**config.mk**
```make
export PLATFORM = sky130hd
export DESIGN_NAME = cnt60_run_ctrl
export DESIGN_NICKNAME = d
export VERILOG_FILES = /design/src/rtl/cnt60_run_ctrl.sv
export SDC_FILE = /design/constraint.sdc
export NUM_CORES = 1
export LEC_CHECK = 0
export ABC_CLOCK_PERIOD_IN_PS = 3500
export BUFFER_PORTS_ARGS = -buffer_cell sky130_fd_sc_hd__buf_4
export CAP_MARGIN = 20
export CELL_PAD_IN_SITES_DETAIL_PLACEMENT = 2
export CELL_PAD_IN_SITES_GLOBAL_PLACEMENT = 2
export CORE_MARGIN = 5
export CORE_UTILIZATION = 37
export DETAILED_ROUTE_END_ITERATION = 12
export PLACE_DENSITY_LB_ADDON = 0.1
export SLEW_MARGIN = 25
export SYNTH_ARGS = -nofsm -noshare
export SYNTH_HDL_FRONTEND = slang
export SYNTH_SLANG_ARGS = --single-unit
```
**constraint.sdc**
```tcl
create_clock -name CLK -period 3.5 [get_ports CLK]
set_input_delay 0.175 -clock CLK [delete_from_list [all_inputs] [get_ports CLK]]
set_output_delay 0.175 -clock CLK [all_outputs]
set_load 0.02 [all_outputs]
```
**src/rtl/cnt60_run_ctrl.sv**
```systemverilog
// cnt60_run_ctrl: run/stop/alarm sequencer for a mod-60 up/down counter.
// It divides CLK into DIV-cycle ticks and turns each tick into a one-cycle
// ENABLE strobe with direction DEC (1 = up, 0 = down). It also decodes
// start/stop, direction and clear button pulses, and stops with ALARM
// raised when a down-count reaches 00. Every output comes straight from a flop.
module cnt60_run_ctrl #(
    parameter int DIV   = 100000000,
    parameter int DIV_W = 27
) (
    input  logic       CLK,
    input  logic       RESET,
    input  logic       BTN_SS,
    input  logic       BTN_DIR,
    input  logic       BTN_CLR,
    input  logic [3:0] CNT10,
    input  logic [2:0] CNT6,
    output logic       ENABLE,
    output logic       DEC,
    output logic       CLR_N,
    output logic       RUNNING,
    output logic       ALARM
);

    typedef enum logic [1:0] {
        ST_STOP  = 2'd0,
        ST_RUN   = 2'd1,
        ST_ALARM = 2'd2
    } state_t;

    localparam logic [DIV_W-1:0] PRESC_MAX = DIV_W'(DIV - 1);
    localparam logic [DIV_W-1:0] PRESC_ONE = DIV_W'(1);

    state_t             state_q, state_d;
    logic [DIV_W-1:0]   presc_q, presc_d;
    logic               dec_q, dec_d;
    logic               enable_q, enable_d;
    logic               clr_n_q, clr_n_d;
    logic               running_q, running_d;
    logic               alarm_q, alarm_d;

    logic               count_zero;
    logic               at_max;

    assign count_zero = (CNT10 == 4'd0) && (CNT6 == 3'd0);
    assign at_max     = (presc_q == PRESC_MAX);

    // Next-state logic. Buttons are prioritised CLR > SS > DIR. A tick in RUN
    // is evaluated only when no button is active. If DIR lands on a tick,
    // the prescaler holds at DIV-1 for one more cycle. The tick is then taken
    // with the new direction, so ENABLE and DEC always change together.
    always_comb begin
        state_d  = state_q;
        presc_d  = '0;
        dec_d    = dec_q;
        enable_d = 1'b0;
        clr_n_d  = 1'b1;
        unique case (state_q)
            ST_RUN: begin
                if (BTN_CLR) begin
                    clr_n_d = 1'b0;
                end else if (BTN_SS) begin
                    state_d = ST_STOP;
                end else if (BTN_DIR) begin
                    dec_d   = ~dec_q;
                    presc_d = at_max ? presc_q : presc_q + PRESC_ONE;
                end else if (at_max) begin
                    // Down-count at 00: raise the alarm instead of wrapping to 59
                    if (!dec_q && count_zero) begin
                        state_d = ST_ALARM;
                    end else begin
                        enable_d = 1'b1;
                    end
                end else begin
                    presc_d = presc_q + PRESC_ONE;
                end
            end
            ST_STOP: begin
                if (BTN_CLR) begin
                    clr_n_d = 1'b0;
                end else if (BTN_SS) begin
                    // Starting a down-count from 00 would alarm at once; ignore it
                    if (dec_q || !count_zero) begin
                        state_d = ST_RUN;
                    end
                end else if (BTN_DIR) begin
                    dec_d = ~dec_q;
                end
            end
            ST_ALARM: begin
                if (BTN_CLR) begin
                    clr_n_d = 1'b0;
                    state_d = ST_STOP;
                end else if (BTN_SS) begin
                    state_d = ST_STOP;
                end else if (BTN_DIR) begin
                    dec_d = ~dec_q;
                end
            end
            default: begin
                state_d = ST_STOP;
            end
        endcase
        running_d = (state_d == ST_RUN);
        alarm_d   = (state_d == ST_ALARM);
    end

    // State and output registers. Reset drops any pending tick and pulls CLR_N low.
    always_ff @(posedge CLK) begin
        if (RESET) begin
            state_q   <= ST_STOP;
            presc_q   <= '0;
            dec_q     <= 1'b1;
            enable_q  <= 1'b0;
            clr_n_q   <= 1'b0;
            running_q <= 1'b0;
            alarm_q   <= 1'b0;
        end else begin
            state_q   <= state_d;
            presc_q   <= presc_d;
            dec_q     <= dec_d;
            enable_q  <= enable_d;
            clr_n_q   <= clr_n_d;
            running_q <= running_d;
            alarm_q   <= alarm_d;
        end
    end

    assign ENABLE  = enable_q;
    assign DEC     = dec_q;
    assign CLR_N   = clr_n_q;
    assign RUNNING = running_q;
    assign ALARM   = alarm_q;

endmodule

```
# [Word-level counts from Yosys, hierarchy flattened]
# Index checks and enable logic that the tools add are counted.
[op_classes] n_bitwise=5 mux=17 add_sub_neg=1 reduce_logical=12 n_eq_ne=6
[ops] operator="$mux 27" count=3
[ops] operator="$add 27x1->27 const B" count=1
[ops] operator="$eq 27x27->1 const B" count=1
[ops] operator="$mux 2" count=10
[ops] operator="$pmux 2 s3" count=1
[ops] operator="$reduce_or 6->1" count=1
[ops] operator="$not 1->1" count=5
[ops] operator="$eq 2x1->1 const B" count=2
[ops] operator="$eq 2x2->1 const B" count=2
[ops] operator="$logic_not 4->1" count=1
[ops] operator="$reduce_and 4->1" count=1
[ops] operator="$reduce_or 4->1" count=1
[ops] operator="$logic_not 3->1" count=1
[ops] operator="$mux 1" count=3
[ops] operator="$reduce_or 3->1" count=1
[ops] operator="$logic_and 1x1->1" count=2
[ops] operator="$logic_not 1->1" count=2
[ops] operator="$logic_not 2->1" count=1
[ops] operator="$ne 2x2->1 const B" count=1
[ops] operator="$logic_or 1x1->1" count=1
[word_totals] input_bits=12 output_inout_bits=5 ff_bits=34

# [Logic depth before layout (Yosys ltp)]
[depth] ltp_word=10 ltp_mapped=7

# [Worst setup path after synthesis]
# OpenSTA, ideal clock, no wires.
[synth_path] path_type="reg-to-reg" from="reg presc_q[9]" to="reg alarm_q (netlist: ALARM)" t_required_ps=3430 slack_ps=1575 setup_ps=70 stages_incl_launch_ff=6 t_arrival_ps=1855 cell_sequence="dfxtp_1 -> or3_1 -> nor4_4 -> nand4_1 -> or4b_1 -> a21oi_1"
[synth_between] elab_chain_cells=7
[synth_rtl] element="start: declaration" line="34" rtl="logic [DIV_W-1:0] presc_q, presc_d;"
[synth_rtl] element="start signal: assignment" line="119" rtl="presc_q <= presc_d;"
[synth_rtl] element="$eq 27x27->1" line="45" rtl="assign at_max = (presc_q == PRESC_MAX);"
[synth_rtl] element="$mux 2" line="66" rtl="end else if (at_max) begin"
[synth_rtl] element="$mux 2" line="63" rtl="end else if (BTN_DIR) begin"
[synth_rtl] element="$mux 2" line="61" rtl="end else if (BTN_SS) begin"
[synth_rtl] element="$mux 2" line="59" rtl="if (BTN_CLR) begin"
[synth_rtl] element="$pmux 2 s3" line="57" rtl="unique case (state_q)"
[synth_rtl] element="$eq 2x2->1" line="104" rtl="alarm_d = (state_d == ST_ALARM);"
[synth_rtl] element="end signal: assignment" line="124" rtl="alarm_q <= alarm_d;"
[synth_rtl] element="end: declaration" line="39" rtl="logic alarm_q, alarm_d;"
# No other way between the ends.
# A chain may end at the register's enable or synchronous reset.

# [Worst setup path after layout]
[layout_path] from="reg presc_q[13]" to="reg state_q[1]"
[layout_between] elab_chain_cells=6
[layout_rtl] element="$eq 27x27->1" line="45"
[layout_rtl] element="$mux 2" line="66"
[layout_rtl] element="$mux 2" line="63"
[layout_rtl] element="$mux 2" line="61"
[layout_rtl] element="$mux 2" line="59"
[layout_rtl] element="$pmux 2 s3" line="57"
[layout_rtl] element="end signal: assignment" line="118" rtl="state_q <= state_d;"
[layout_rtl] element="end: declaration" line="33" rtl="state_t state_q, state_d;"
# No other way between the ends.

==> metrics <==
outcome finished clean; sw power around 170 uW; first-pass GRT wire length 8.659 mm; P&R area growth vs syn 16.41%; Netlist Area Pre-Place between 1500 and 2000 um^2; fmax roughly 0.4 GHz; Critical Path RT about 3700 ps; cells after synthesis 192; crit start category flip-flop; Root Driver clkbuf_8; Yosys warning count 0; Hold Violations, Final 0; final worst-path cycle share 70.79%; core area 4294 um^2; slew margin rel. 40.78%; syn_nets between 200 and 250; Final GP Congestion 0.7552; syn avg cell area between 8 and 9 um^2; total CTS buffers 5; vias in the first global route 1,786; sequential cell area around 680 um^2; grt ovf 0; Die Wd about 76 um; Inserted Diodes 0; share of layout cells above drive strength 1 about 16%; CTS Hold Bufs 0; CP Max Fanout 11; Slew @ Worst Pin 885.8 ps; Post-Route Skew 11.40 ps; Cell Pwr Density 389.9 nW/um^2; Final Critical Period 2478 ps; Cell Int Power between 500 and 600 uW; element type at the critical path end flip-flop; DR pass1 iterations 6; ys flop type dfxtp_1; RSZ-0062 raised after global routing no; combinational family with the most area after synthesis simple AND/OR/NAND/NOR gates; Cell Area, Placed 1787 um^2; die footprint 5791 um^2; Crit Path Class flip-flop to flip-flop; routed len/inst slightly below 20 um; clock group share of total power a little over two fifths; clk sinks 34; design area 1882 um^2; I/O pins 17; initial antenna violation count 0; switching portion of total power 23.24%; ANT nets after route 0; post-synthesis sequential area ratio 42.11%; WL final 5.076 mm; #FFs+latches synth 34; worst skew pair latency 290 ps; Setup-failing EPs final 0; LEAKAGE 0.0006271 uW; CTS tree built; Max Cap Viol 0; Post-Synth Simple-Gate Area 35.14%; Synth Area in Adders 0.7740%; fillers 497; Residual DRC 0; post-cts resize count 0; HP Class input port to flip-flop; clk buf depth 2; share of synthesized registers carrying an async set or reset 0%; synth unique cells 37; multi-input logic area 913.4 um^2; clock-pin slew on the worst setup and hold paths 80 ps; Compound-Gate Fraction of Synth Area 16.02%; post-synthesis mux area share 1.316%; Die H 76.10 um; via/cell ratio 6.030; Synth Area in XOR/XNOR 3.251%; Critical Path AT 2710 ps; Comb pwr share a little under 4%; number of flops mapped to enable cells by yosys 0; maximum VDD drop about 0.00017 V; Starting DRT DRC Count 55; Setup Fix Bufs, Post-CTS 0; PortBufs 16; Max H-tree Level 2; final slew viol count 0; gr usage total 18.31%; detailed-route via count 1,586; Setup Total Neg Slack 0 ps; largest net degree at the start of global routing 22; row cnt 24; Final #Nets 223; Reg power frac 53.5%; Detail Placement HPWL 3.602 mm; initial core utilization 37.65%
cell usage after synthesis (2+ instances only):
master | number | area share (%)
a21boi_0 | 2 | 0.93
clkbuf_1 | 5 | 1.2
nand3_1 | 16 | 5.0
nor2b_1 | 3 | 1.2
and3_1 | 5 | 1.9
o211a_1 | 2 | 1.2
nor4_1 | 5 | 1.9
a21oi_1 | 20 | 6.2
xnor2_1 | 2 | 1.1
nand2b_1 | 2 | 0.77
o31ai_1 | 2 | 0.93
o21ai_0 | 6 | 1.9
a211oi_1 | 2 | 0.93
a31oi_1 | 5 | 1.9
dfxtp_1 | 34 | 42
nor3_1 | 7 | 2.2
or3_1 | 4 | 1.5
or2_2 | 5 | 1.9
nand4_1 | 11 | 4.3
and4_1 | 5 | 2.7
o21a_1 | 2 | 0.93
nand2_1 | 17 | 3.9
xor2_1 | 4 | 2.2
nor2_1 | 13 | 3.0
registers in the layout, indices dropped and copies added (netlist names):
name,count
state_q,2
ALARM,1
RUNNING,1
presc_q,27
CLR_N,1
ENABLE,1
DEC,1
cell usage in the layout (no fill, tap or decap), drive strengths merged, types with 6 or more instances in the layout:
cell type / instances
a21oi: 20
o21ai: 6
nand3: 16
clkbuf: 6
nor3: 7
nor4: 6
nor2: 13
dfxtp: 34
nand4: 12
nand2: 17
buf: 17
power groups by stage:
stage,sequential (uW),combinational (uW),clock (uW)
final,393,28.6,313
after global routing,393,31.3,340
after CTS,393,29.0,322
after detailed placement,402,29.0,0
after global placement,401,27.6,0
after floorplan,404,8.45,0
critical path, cell delays in order, from the launching register on:
cell	delay, ps
dfxtp_1	450
nand4_2	360
nor4_4	500
nand4_1	170
buf_4	220
or4b_1	540
a21oi_1	160
through the flow:
step	total power [uW]	std cells	hold slack (ps)	setup WS (ps)	utilization [%]
after floorplan	412.4	192	244.1	1575	-
after global placement	429.0	255	363.3	1239	41.61
after detailed placement	430.7	255	378.7	1148	41.61
after CTS	743.7	263	66.17	1019	43.82
after global routing	764.1	263	73.03	799.2	43.82
final	733.8	263	73.92	1022	43.82
kinds of logic after synthesis:
| group | Yosys count |
|---|---|
| AOI/OAI and AO/OA | 43 |
| xor gates and xnor gates | 6 |
| adders and majority gates | 1 |
| buffers and inverters | 6 |
| DFF | 34 |
| muxes | 2 |
| and+or+nand+nor | 100 |
routing by layer:
| metal | part of all wire [%] | up-vias | track usage (%) |
|---|---|---|---|
| met3 | 2.9 | 4 | 4.492 |
| met2 | 54 | 21 | 33.56 |
| met1 | 43 | 799 | 20.74 |
| li1 | - | 762 | - |
| met5 | 0 | - | 0 |
| met4 | 0.33 | 0 | 5.245 |
path summary, 6_finish.rpt:
check,startpoint,cells past startpoint,slack [ps],endpoint
setup / recovery,presc_q[13],6,1020,state_q[1]
hold / removal,RESET,2,70,CLR_N
setup reg to reg,presc_q[13],6,1020,state_q[1]
hold reg to reg,presc_q[18],2,530,presc_q[18]
area by class of cell:
type / instances / share of cell area (%)
Multi-Input combinational cell: 152 / 48.54
Sequential cell: 34 / 36.17
Timing Repair Buffer: 17 / 6.782
Clock buffer: 6 / 4.388
Tap cell: 52 / 3.457
Clock inverter: 2 / 0.6649
No activity file was read; power rests on OpenSTA's default activity.
